===== config.mk =====
export PLATFORM = sky130hd
export DESIGN_NAME = read_trig_seq
export DESIGN_NICKNAME = d
export VERILOG_FILES = /design/src/rtl/read_trig_pkg.sv /design/src/rtl/trig_edge_detect.sv /design/src/rtl/read_trig_seq.sv
export SDC_FILE = /design/constraint.sdc
export NUM_CORES = 1
export LEC_CHECK = 0
export CORE_AREA = 2 2 99 101
export DETAILED_ROUTE_END_ITERATION = 10
export DIE_AREA = 0 0 101 103
export PLACE_DENSITY_LB_ADDON = 0.25
export SETUP_SLACK_MARGIN = 0.05
export SLEW_MARGIN = 20
export SYNTH_ARGS = -nofsm -noshare
export SYNTH_HDL_FRONTEND = slang
export SYNTH_SLANG_ARGS = --single-unit

===== constraint.sdc =====
create_clock -name clk -period 2.42 [get_ports clk]
set_input_delay 0.242 -clock clk [delete_from_list [all_inputs] [get_ports clk]]
set_output_delay 0.242 -clock clk [all_outputs]
set_load 0.05 [all_outputs]

===== src/rtl/read_trig_pkg.sv =====
`default_nettype none
// +-----------------------------------------------------------------------+
// | Module   : read_trig_pkg                                              |
// | Purpose  : Shared types and helpers for the read/trigger sequencer:   |
// |            FSM state encoding, software-source bit position and a     |
// |            saturating increment for the dropped-trigger counter.      |
// | Revision : 1.0 - initial multi-channel release                        |
// +-----------------------------------------------------------------------+
package read_trig_pkg;

  typedef enum logic [1:0] {
    IDLE    = 2'd0,
    READ    = 2'd1,
    HOLDOFF = 2'd2
  } state_t;

  // The software trigger sits just above the chip bits in trig_src.
  function automatic int unsigned sw_src_bit(input int unsigned n_ch);
    return n_ch;
  endfunction

  // Saturating +1 on a value of 'width' bits (width must be below 64).
  function automatic logic [63:0] sat_inc(input logic [63:0] value,
                                          input int unsigned width);
    logic [63:0] max_val;
    max_val = (64'd1 << width) - 64'd1;
    if (value >= max_val) return max_val;
    return value + 64'd1;
  endfunction

endpackage
`default_nettype wire


===== src/rtl/trig_edge_detect.sv =====
`default_nettype none
// +-----------------------------------------------------------------------+
// | Module   : trig_edge_detect                                           |
// | Purpose  : Optional N-stage synchronizer followed by a rising-edge    |
// |            detector producing one-cycle pulses.                       |
// | Ports    : clk, rst  - clock, synchronous active-high reset           |
// |            din      - raw inputs (async when SYNC_STAGES > 0)         |
// |            rise     - one-cycle rising-edge pulses                    |
// | Revision : 1.0 - initial release                                      |
// +-----------------------------------------------------------------------+
module trig_edge_detect #(
  parameter int WIDTH       = 1,
  parameter int SYNC_STAGES = 2
) (
  input  logic             clk,
  input  logic             rst,
  input  logic [WIDTH-1:0] din,
  output logic [WIDTH-1:0] rise
);

  logic [WIDTH-1:0]     sig;
  logic [WIDTH-1:0]     prev_q;
  logic [SYNC_STAGES:0] arm_q;

  generate
    if (SYNC_STAGES > 0) begin : g_sync
      logic [SYNC_STAGES-1:0][WIDTH-1:0] sync_q;
      always_ff @(posedge clk) begin
        if (rst) begin
          sync_q <= '0;
        end else begin
          // Shift in the new sample; the oldest stage falls off the top.
          sync_q <= (SYNC_STAGES*WIDTH)'({sync_q, din});
        end
      end
      assign sig = sync_q[SYNC_STAGES-1];
    end else begin : g_nosync
      assign sig = din;
    end
  endgenerate

  always_ff @(posedge clk) begin
    if (rst) begin
      prev_q <= '0;
      arm_q  <= '0;
    end else begin
      prev_q <= sig;
      arm_q  <= (SYNC_STAGES+1)'({arm_q, 1'b1});
    end
  end

  // History is cleared by reset, so an input already high at release would
  // look like an edge. Edges are held off until the pipeline and the history
  // register both carry real samples (SYNC_STAGES+1 cycles after reset).
  assign rise = arm_q[SYNC_STAGES] ? (sig & ~prev_q) : '0;

endmodule
`default_nettype wire


===== src/rtl/read_trig_seq.sv =====
`default_nettype none
// +-----------------------------------------------------------------------+
// | Module   : read_trig_seq                                              |
// | Purpose  : Arbitrates N_CH chip triggers plus a software trigger into |
// |            one readout window of programmable length, followed by a   |
// |            programmable holdoff. Counts accepted and dropped triggers.|
// | Ports    : clk, rst          - clock, synchronous active-high reset   |
// |            trig_from_chip    - async chip triggers (rising edge)      |
// |            trig_mask         - channel enable / read selection        |
// |            software_trig     - clk-domain software trigger level      |
// |            num_data, holdoff - window length, dead time after window  |
// |            read_clk_en, AD9228_read_en - window enables               |
// |            read_ch, trig_src - read channels, last trigger sources    |
// |            busy              - READ or HOLDOFF                        |
// |            trigger_counter, dropped_counter - accepted / dropped      |
// |            trig_timestamp    - timestamp of last accepted trigger     |
// | Config   : READ_TRIG_TIMESTAMP_EN enables the free-running timestamp; |
// |            otherwise trig_timestamp is tied to zero.                  |
// | Revision : 1.0 - initial multi-channel release                        |
// +-----------------------------------------------------------------------+
module read_trig_seq
  import read_trig_pkg::*;
#(
  parameter int N_CH                   = 4,
  parameter int TRIGGER_COUNTER_LENGTH = 16,
  parameter int MAX_NUM_DATA           = 4096,
  parameter int HOLDOFF_WIDTH          = 16,
  parameter int TS_WIDTH               = 32
) (
  input  logic                              clk,
  input  logic                              rst,
  input  logic [N_CH-1:0]                   trig_from_chip,
  input  logic [N_CH-1:0]                   trig_mask,
  input  logic                              software_trig,
  input  logic [$clog2(MAX_NUM_DATA):0]     num_data,
  input  logic [HOLDOFF_WIDTH-1:0]          holdoff,
  output logic                              read_clk_en,
  output logic                              AD9228_read_en,
  output logic [N_CH-1:0]                   read_ch,
  output logic [N_CH:0]                     trig_src,
  output logic                              busy,
  output logic [TRIGGER_COUNTER_LENGTH-1:0] trigger_counter,
  output logic [TRIGGER_COUNTER_LENGTH-1:0] dropped_counter,
  output logic [TS_WIDTH-1:0]               trig_timestamp
);

  localparam int ND_W       = $clog2(MAX_NUM_DATA) + 1;
  localparam int SW_SRC_BIT = sw_src_bit(N_CH);

  state_t state_q, state_d;

  logic [N_CH-1:0]                   chip_edge;
  logic                              sw_edge;
  logic [N_CH-1:0]                   qual_chip;
  logic                              any_trig;
  logic [N_CH:0]                     src_vec;
  logic [ND_W-1:0]                   len_clamped;
  logic [ND_W-1:0]                   len_q;
  logic [HOLDOFF_WIDTH-1:0]          hold_q;
  logic [N_CH-1:0]                   read_ch_q;
  logic [N_CH:0]                     trig_src_q;
  logic [TRIGGER_COUNTER_LENGTH-1:0] trig_cnt_q;
  logic [TRIGGER_COUNTER_LENGTH-1:0] drop_cnt_q;
  logic                              accept;
  logic                              drop;
  logic                              load_hold;

  trig_edge_detect #(
    .WIDTH       (N_CH),
    .SYNC_STAGES (2)
  ) u_chip_edge (
    .clk  (clk),
    .rst  (rst),
    .din  (trig_from_chip),
    .rise (chip_edge)
  );

  trig_edge_detect #(
    .WIDTH       (1),
    .SYNC_STAGES (0)
  ) u_sw_edge (
    .clk  (clk),
    .rst  (rst),
    .din  (software_trig),
    .rise (sw_edge)
  );

  assign qual_chip = chip_edge & trig_mask;
  assign any_trig  = sw_edge | (|qual_chip);

  always_comb begin
    src_vec                = '0;
    src_vec[N_CH-1:0]      = qual_chip;
    src_vec[SW_SRC_BIT]    = sw_edge;
  end

  // Window length: 0 means one cycle, anything above the maximum is clipped.
  always_comb begin
    if (num_data == '0) begin
      len_clamped = ND_W'(1);
    end else if (num_data > ND_W'(MAX_NUM_DATA)) begin
      len_clamped = ND_W'(MAX_NUM_DATA);
    end else begin
      len_clamped = num_data;
    end
  end

  always_ff @(posedge clk) begin
    if (rst) state_q <= IDLE;
    else     state_q <= state_d;
  end

  always_comb begin
    state_d   = state_q;
    accept    = 1'b0;
    drop      = 1'b0;
    load_hold = 1'b0;
    case (state_q)
      IDLE: begin
        if (any_trig) begin
          accept  = 1'b1;
          state_d = READ;
        end
      end
      READ: begin
        drop = any_trig;
        // len_q holds the cycles left including the current one.
        if (len_q <= ND_W'(1)) begin
          load_hold = 1'b1;
          state_d   = (holdoff == '0) ? IDLE : HOLDOFF;
        end
      end
      HOLDOFF: begin
        drop = any_trig;
        if (hold_q <= HOLDOFF_WIDTH'(1)) state_d = IDLE;
      end
      default: state_d = IDLE;
    endcase
  end

  always_ff @(posedge clk) begin
    if (rst) begin
      len_q      <= '0;
      hold_q     <= '0;
      read_ch_q  <= '0;
      trig_src_q <= '0;
      trig_cnt_q <= '0;
      drop_cnt_q <= '0;
    end else begin
      if (accept) begin
        len_q      <= len_clamped;
        read_ch_q  <= trig_mask;
        trig_src_q <= src_vec;
        trig_cnt_q <= trig_cnt_q + TRIGGER_COUNTER_LENGTH'(1);
      end else if (state_q == READ) begin
        len_q <= len_q - ND_W'(1);
      end

      if (load_hold) begin
        hold_q <= holdoff;
      end else if (state_q == HOLDOFF) begin
        hold_q <= hold_q - HOLDOFF_WIDTH'(1);
      end

      if (drop) begin
        drop_cnt_q <= TRIGGER_COUNTER_LENGTH'(sat_inc(64'(drop_cnt_q), TRIGGER_COUNTER_LENGTH));
      end
    end
  end

`ifdef READ_TRIG_TIMESTAMP_EN
  logic [TS_WIDTH-1:0] ts_q;
  logic [TS_WIDTH-1:0] ts_latch_q;

  always_ff @(posedge clk) begin
    if (rst) begin
      ts_q       <= '0;
      ts_latch_q <= '0;
    end else begin
      ts_q <= ts_q + TS_WIDTH'(1);
      if (accept) ts_latch_q <= ts_q;
    end
  end

  assign trig_timestamp = ts_latch_q;
`else
  assign trig_timestamp = {TS_WIDTH{1'b0}};
`endif

  assign read_clk_en     = (state_q == READ);
  assign AD9228_read_en  = (state_q == READ);
  assign busy            = (state_q != IDLE);
  assign read_ch         = read_ch_q;
  assign trig_src        = trig_src_q;
  assign trigger_counter = trig_cnt_q;
  assign dropped_counter = drop_cnt_q;

endmodule
`default_nettype wire


# Word level (Yosys, flattened, before mapping)
# Cells that the tools add are included.
[totals]
regBits = 89
output_inout_bits = 76
wordCells = 67
[classes]
n_addsub = 4
magnitude_cmp = 4
n_eq_ne = 5
n_mux = 25
bitwise = 6
n_reduce_logical = 9
[op_table]
columns = ["operator", "count"]
rows = [
  ["$mux 16", 4],
  ["$mux 13", 4],
  ["$add 16x1->16 const B", 2],
  ["$ge 16x16->1 const B", 1],
  ["$le 16x1->1 const B", 1],
  ["$logic_not 16->1", 1],
  ["$sub 16x1->16 const B", 1],
  ["$gt 13x13->1 const B", 1],
  ["$le 13x1->1 const B", 1],
  ["$logic_not 13->1", 1],
  ["$sub 13x1->13 const B", 1],
  ["$mux 1", 11],
  ["$and 4x4->4", 2],
  ["$mux 2", 4],
  ["$pmux 2 s3", 1],
  ["$reduce_bool 2->1", 3],
  ["$mux 4", 1],
  ["$ne 2x2->1 const B", 2],
  ["$not 4->4", 1],
  ["$reduce_or 4->1", 1],
  ["$reduce_and 3->1", 1],
  ["$eq 2x1->1 const B", 1],
  ["$eq 2x2->1 const B", 1],
  ["$logic_not 2->1", 1],
  ["other kinds (5)", 5],
]

# Depth between registers and ports, before layout
# Gate-level depths: netlist of run 1.
[depth]
word_depth = 10
ltp_mapped = 8
ltp_nobuf = 7

# By module
# From an unflattened synthesis of run 1, not the netlist that was laid out.
[unflattened]
hier_cells = 505
area_unflattened_um2 = 4461.8
[modules_own_cells]
columns = ["mod", "instances", "cells_each", "area_per_inst_um2", "seq_area_each_um2"]
rows = [
  ["read_trig_seq", 1, 465, 3936.3, 1441.4],
  ["trig_edge_detect (u_chip_edge)", 1, 35, 466.7, 300.3],
  ["trig_edge_detect (u_sw_edge)", 1, 5, 58.8, 40.0],
]

# Worst setup path after synthesis of run 1
# OpenSTA, ideal clock, no wires.
[synth_timing]
path_kind = "register to register"
start = "reg state_q[1]"
end = "reg len_q[9]"
arrival_time_ns = 2.392
required_ns = 2.334
path_slack_ns = -0.058
path_stages_with_launch = 9
n_path_buf = 1
period_less_slack_ns = 2.478
cell_sequence = "dfxtp_1 inv_1 ha_1 buf_2 or3b_2 or3_1 nor3_1 xnor2_1 a211oi_1"
[synth_via]
elab_cells_between_ends = 5
[synth_lines]
columns = ["item", "line_no", "text"]
rows = [
  ["from (decl)", "read_trig_seq.sv:50", "state_t state_q, state_d;"],
  ["from (signal assigned)", "read_trig_seq.sv:110", "else state_q <= state_d;"],
  ["$eq 2x1->1", "n/a", ""],
  ["via AD9228_read_en", "read_trig_seq.sv:38", "output logic AD9228_read_en,"],
  ["$reduce_bool 2->1 (no line)", "n/a", ""],
  ["to (signal assigned)", "read_trig_seq.sv:151", "len_q <= len_clamped;"],
  ["to (signal assigned)", "read_trig_seq.sv:156", "len_q <= len_q - ND_W'(1);"],
  ["to (decl)", "read_trig_seq.sv:58", "logic [ND_W-1:0] len_q;"],
]
# The timed path passes the listed nets, and every way through them passes these cells.
# A chain may end at the register's enable or synchronous reset.

# Final worst setup path of run 1
[layout_timing]
start = "reg state_q[0]"
end = "out busy"
[layout_via]
elab_chain_cells = 1
[layout_rtl]
columns = ["item", "line_no", "text"]
rows = [
  ["$reduce_bool 2->1", "read_trig_seq.sv:192", "assign busy = (state_q != IDLE);"],
  ["to (decl)", "read_trig_seq.sv:41", "output logic busy,"],
]
# No other way between the ends.

==> flow_summary.ini, run 1 <==
[outcome]
run_status = completed

[synthesis]
ys_types = 58
netlist_top_cells_area = dfxtp_1, buf_4, nor2_1
ys_seq_area_share_pct = 39.4
synth_top_area_share_pct = 39.4
synth-seq-cells = 88
ys_warn_count = 0
post-synth-top-area-cell = dfxtp_1
synth_mux_area_share_pct = 0.895
synthArstFlopShare_pct = 0
synth-simple-area-share_pct = 23.9
synth_fa_ha_area_share_pct = 2.52
synth_top_family_by_area = simple AND/OR/NAND/NOR gates
ys.flop_type = dfxtp_1
syn_area_per_cell_um2 = 8.70
synth_edf_count = 0
synthesis.area_um2 = 4470
synth_compound_area_share_pct = 16.2
synth_xor_area_share_pct = 7.44
syn_inst = 514

[grt]
grtUsageTotal_pct = 19.9
grt_max_degree = 82
grt_pass1_vias = 3571
antenna_found_initial = 0
grt_overflow = 0
grt_pass1_wl_um = 16600

[die]
dieHeight_um = 103
rows = 36
die_area_um2 = 10400
die_width_um = 101
start_util_pct = 47.3
pin_count = 116
core_area_um2 = 9460

[clock_network]
worst_skew_pair.late_latency_ns = 0.35
cts-buffers-inserted = 9
cts_tree = done
cts_resized = 0
clk_pin_slew_ns = 0.10
cts_root_buf = clkbuf_8
cts_hold_buf = 0
cts_sinks = 88
htree_levels = 3
post_cts_buffers = 0
cts_buffer_depth = 2

[worst_setup_path]
critPathLaunchType = register
crit_path_end_kind = output port
path_class = register to output port
worstPathMaxFanout = 6
required_ns = 2.18
arrival_ns = 1.95

[power]
p_sw_uw = 1100
swShare_pct = 33.0
p_comb_share_pct = 22.0
cellLeakagePower_uw = 0.00199
p_int_uw = 2240
seq_power_share_pct = 48.3
cellPowerDensity_nw_per_um2 = 609
clkPwrFrac_pct = 29.7
peakVddDrop_v = 0.000360

[finish]
synthToLayoutAreaGrowth_pct = 22.7
drive_gt1_share_pct = 7.39
antenna_cells = 0
final_nets = 639
layout_common_cells = dfxtp_1, clkdlybuf4s50_1, nor2_1, nand2_1, conb_1
final_common_cell = dfxtp_1
post-route-util_pct = 58.0

[timing]
hold_violations = 0
final.min_clock_period_ns = 2.19
setup_viol = 0
grt_setup_unrepaired = false
slew_headroom_pct = 41.6
fin_crit_sh_pct = 90.6
finClkSkew_ns = 0.0144
fmax_mhz = 456
slew_violations = 0
finalWorstSetupSlack_ns = 0.227
worst_slew_pin_slew_ns = 0.877
holdWs_ns = 0.247

[place]
dp.final_hpwl_um = 7330
place.gp.congestion = 0.816
dpl_worst_slack_ns = -0.0756
port_buffers = 83

[drt]
wl_um = 10200
drt-initial-drc-count = 107
via_per_inst = 5.42
detail_route.first_pass.iterations = 5
ant_nets = 0
vias = 3843
wire_per_inst_um = 14.4
drc = 0

[worst_hold_path]
hp-class = primary input to register

[run]
cap_violations = 0
## registers in the layout, summed over array words and instances, names as in the netlist, 5 cells and up
name             flops
trigger_counter     16
hold_q              16
len_q               13
dropped_counter     16
trig_src             5
## area by class of cell
cell class,instances,area [um^2]
fillers,866,3970
repair buffers,95,941
flip-flops and latches,88,1760
clock inverters,7,72.6
multi-input cells,384,2400
well taps,114,143
inverters,12,45.0
clock buffers,9,124
## power groups by stage
stage / Combinational, uW / Clock (uW) / Sequential (uW)
floorplan: 561 / 0 / 1660
global placement: 728 / 0 / 1640
detailed placement: 737 / 0 / 1650
CTS: 741 / 1030 / 1610
global route: 805 / 1080 / 1630
finish: 736 / 994 / 1610
## metrics by stage
| stage | cells | setup TNS (ns) | power [uW] | instance area, um^2 |
|---|---|---|---|---|
| 4_1_cts | 709 | 0 | 3390 | 5490 |
| 3_5_place_dp | 693 | -0.153 | 2380 | 5290 |
| 3_3_place_gp | 693 | -0.0276 | 2370 | 5290 |
| 6_report | 709 | 0 | 3340 | 5490 |
| 5_1_grt | 709 | 0 | 3520 | 5490 |
| 2_1_floorplan | 545 | 0 | 2220 | 4590 |
## layer usage
metal	vias up	track usage, %	share of wire, %
met4	0	6.55	1.0
li1	1937	-	-
met3	9	4.07	3.9
met1	1806	25.7	47
met2	91	33.5	48
met5	-	0	0
## cells by family after synthesis
logic type               after synthesis
AND/OR/NAND/NOR                      199
AO/OA/AOI/OAI                        102
flip-flops                            88
buffers and inverters                 73
XOR/XNOR                              38
adder cells (fa/ha/maj)                9
multiplexers                           4
other                                  1
## critical path, cell delays in order, from the launching register on
cell and delay [ns]:
dfxtp_1 0.34, inv_1 0.08, ha_1 0.31, inv_1 0.08, clkdlybuf4s50_1 0.80
## worst paths after layout
check	slack, ns	cells past startpoint	end	startpoint
max	0.23	4	busy	state_q[0]$_SDFFE_PP0P_
min	0.25	2	u_chip_edge.arm_q[0]$_DFF_P_	rst
min reg2reg	0.45	1	u_chip_edge.sig[0]$_SDFF_PP0_	u_chip_edge.g_sync.sync_q[0]$_SDFF_PP0_
max reg2reg	0.25	6	dropped_counter[4]$_SDFFE_PP0P_	u_chip_edge.arm_q[2]$_SDFF_PP0_
## synth_stat cells, types with 11 or more instances
cell      instances
clkbuf_1         18
nand2_1          33
nor2_1           54
a211oi_1         25
xor2_1           21
buf_4            35
nor3_1           22
inv_1            11
nand3_1          15
dfxtp_1          88
a21oi_1          29
nor2b_1          17
xnor2_1          17
(Power assumes the default switching activity.)
==> run 2: changes to the inputs <==
--- a/config.mk
+++ b/config.mk
@@ -6,6 +6,7 @@
 export NUM_CORES = 1
 export LEC_CHECK = 0
 export CORE_AREA = 2 2 99 101
+export CTS_CLUSTER_DIAMETER = 60
 export DETAILED_ROUTE_END_ITERATION = 10
 export DIE_AREA = 0 0 101 103
 export PLACE_DENSITY_LB_ADDON = 0.25
==> constraint.sdc (replaced) <==
create_clock -name clk -period 2.42 [get_ports clk]
set_input_delay 0.242 -clock clk [delete_from_list [all_inputs] [get_ports clk]]
set_output_delay 0.242 -clock clk [all_outputs]
set_load 0.005 [all_outputs]
==> run 2 against run 1 <==
Effect of this change:
- critical path depth is 1 higher
- die area is the same
- sequential share of layout area shrank 0.11 points
- routed wire length shrank 2.8%
- global-route usage fell by 0.15 points
- first-iteration DRC count rose by 21%
- register-to-register slack improved by 0.04 ns
- sequential cell count is the same
- non-clock buffer count up 2
- total power fell by 3.0%
- clock skew hardly changed
==> flow_summary.ini, run 2 (synthesis results as in run 1) <==
[clock_network]
cts_sinks = 88
clk_pin_slew_ns = 0.09
cts_hold_buf = 0
cts_buffer_depth = 2
worst_skew_pair.late_latency_ns = 0.35
post_cts_buffers = 0
htree_levels = 3
cts_root_buf = clkbuf_8
cts_resized = 0
cts-buffers-inserted = 9
cts_tree = done

[place]
dp.final_hpwl_um = 7280
place.gp.congestion = 0.830
dpl_worst_slack_ns = 0.0293
port_buffers = 83

[die]
rows = 36
die_width_um = 101
core_area_um2 = 9460
pin_count = 116
die_area_um2 = 10400
start_util_pct = 47.3
dieHeight_um = 103

[timing]
final.min_clock_period_ns = 2.13
finClkSkew_ns = 0.0145
grt_setup_unrepaired = false
fin_crit_sh_pct = 87.9
setup_viol = 0
worst_slew_pin_slew_ns = 0.556
slew_headroom_pct = 62.7
holdWs_ns = 0.308
hold_violations = 0
slew_violations = 0
finalWorstSetupSlack_ns = 0.293
setup-tns-final_ns = 0
fmax_mhz = 470

[worst_setup_path]
critPathLaunchType = register
path_class = register to register
arrival_ns = 2.41
required_ns = 2.70
crit_path_end_kind = register
worstPathMaxFanout = 5

[drt]
detail_route.first_pass.iterations = 4
drt-initial-drc-count = 129
drc = 0
vias = 3866
ant_nets = 0
wire_per_inst_um = 13.9
via_per_inst = 5.44
wl_um = 9910

[outcome]
run_status = completed

[finish]
final_common_cell = dfxtp_1
layout_common_cells = dfxtp_1, clkdlybuf4s50_1, nor2_1, nand2_1, conb_1
final_nets = 641
fillCellCount = 868
drive_gt1_share_pct = 7.54
post-route-util_pct = 58.2
synthToLayoutAreaGrowth_pct = 23.2
antenna_cells = 0

[grt]
grtUsageTotal_pct = 19.7
grt_pass1_vias = 3597
grt_max_degree = 40
antenna_found_initial = 0
grtUsageMet3_pct = 3.46
use_met2_pct = 33.4
grt_overflow = 0
grt_pass1_wl_um = 16700
met1_usage_pct = 25.5
busiest_layer = met2

[power]
p_sw_uw = 920
p_int_uw = 2320
peakVddDrop_v = 0.000262
clkPwrFrac_pct = 32.1
cellPowerDensity_nw_per_um2 = 589
finalPower_uw = 3240
swShare_pct = 28.3
p_comb_share_pct = 18.2
seq_power_share_pct = 49.7
cellLeakagePower_uw = 0.00201

[run]
cap_violations = 0

[worst_hold_path]
hp-class = primary input to register
==> run 2: routing by layer <==
metal / wire length (um) / vias to the layer above
met5: 0 / -
met4: 124 / 0
met3: 370 / 12
met2: 4820 / 104
met1: 4600 / 1810
li1: - / 1940
==> run 2: power groups by stage <==
stage	logic (uW)	registers, uW	clock network, uW
after global placement	575	1640	0
after floorplan	437	1630	0
final	591	1610	1040
after CTS	594	1610	1070
after detailed placement	591	1640	0
after global routing	662	1630	1130
==> run 2: final timing paths <==
check / start / end / slack [ns] / depth (start not counted)
worst max-delay path: hold_q[8]$_SDFFE_PP0P_ / state_q[1]$_SDFFE_PP0P_ / 0.29 / 5
worst max register to register: hold_q[8]$_SDFFE_PP0P_ / state_q[1]$_SDFFE_PP0P_ / 0.29 / 5
worst min-delay path: rst / trigger_counter[4]$_SDFFE_PP0P_ / 0.31 / 2
worst min register to register: u_chip_edge.g_sync.sync_q[1]$_SDFF_PP0_ / u_chip_edge.sig[1]$_SDFF_PP0_ / 0.44 / 1
==> run 2: stage by stage <==
| step | instances | instance area [um^2] |
|---|---|---|
| 6_report | 711 | 5510 |
| 5_1_grt | 711 | 5510 |
| 4_1_cts | 711 | 5510 |
| 3_5_place_dp | 695 | 5310 |
| 3_3_place_gp | 695 | 5310 |
| 2_1_floorplan | 545 | 4590 |
==> run 2: worst max-delay path: stages, from the launching register on <==
cell and delay, ns:
dfxtp_1 0.36, or4_4 0.56, or3_4 0.37, o31a_1 0.34
a211oi_2 0.23, mux2i_1 0.19
==> run 2: final cells by class <==
type | count | area (um^2) | area share (%)
clock inverters | 7 | 78.8 | 1.43
flip-flops and latches | 88 | 1760 | 32.0
multi-input cells | 384 | 2400 | 43.6
repair buffers | 97 | 956 | 17.4
well taps | 114 | 143 | 2.59
clock buffers | 9 | 124 | 2.25
inverters | 12 | 45.0 | 0.818
==> run 3: changes to the inputs <==
--- a/config.mk
+++ b/config.mk
@@ -11,6 +11,7 @@
 export DIE_AREA = 0 0 101 103
 export PLACE_DENSITY_LB_ADDON = 0.25
 export SETUP_SLACK_MARGIN = 0.05
+export SKIP_CTS_REPAIR_TIMING = 1
 export SLEW_MARGIN = 20
 export SYNTH_ARGS = -nofsm -noshare
 export SYNTH_HDL_FRONTEND = slang
==> results of run 3 <==
Same layout as run 2: the final DEF is identical, and so are final timing and power.
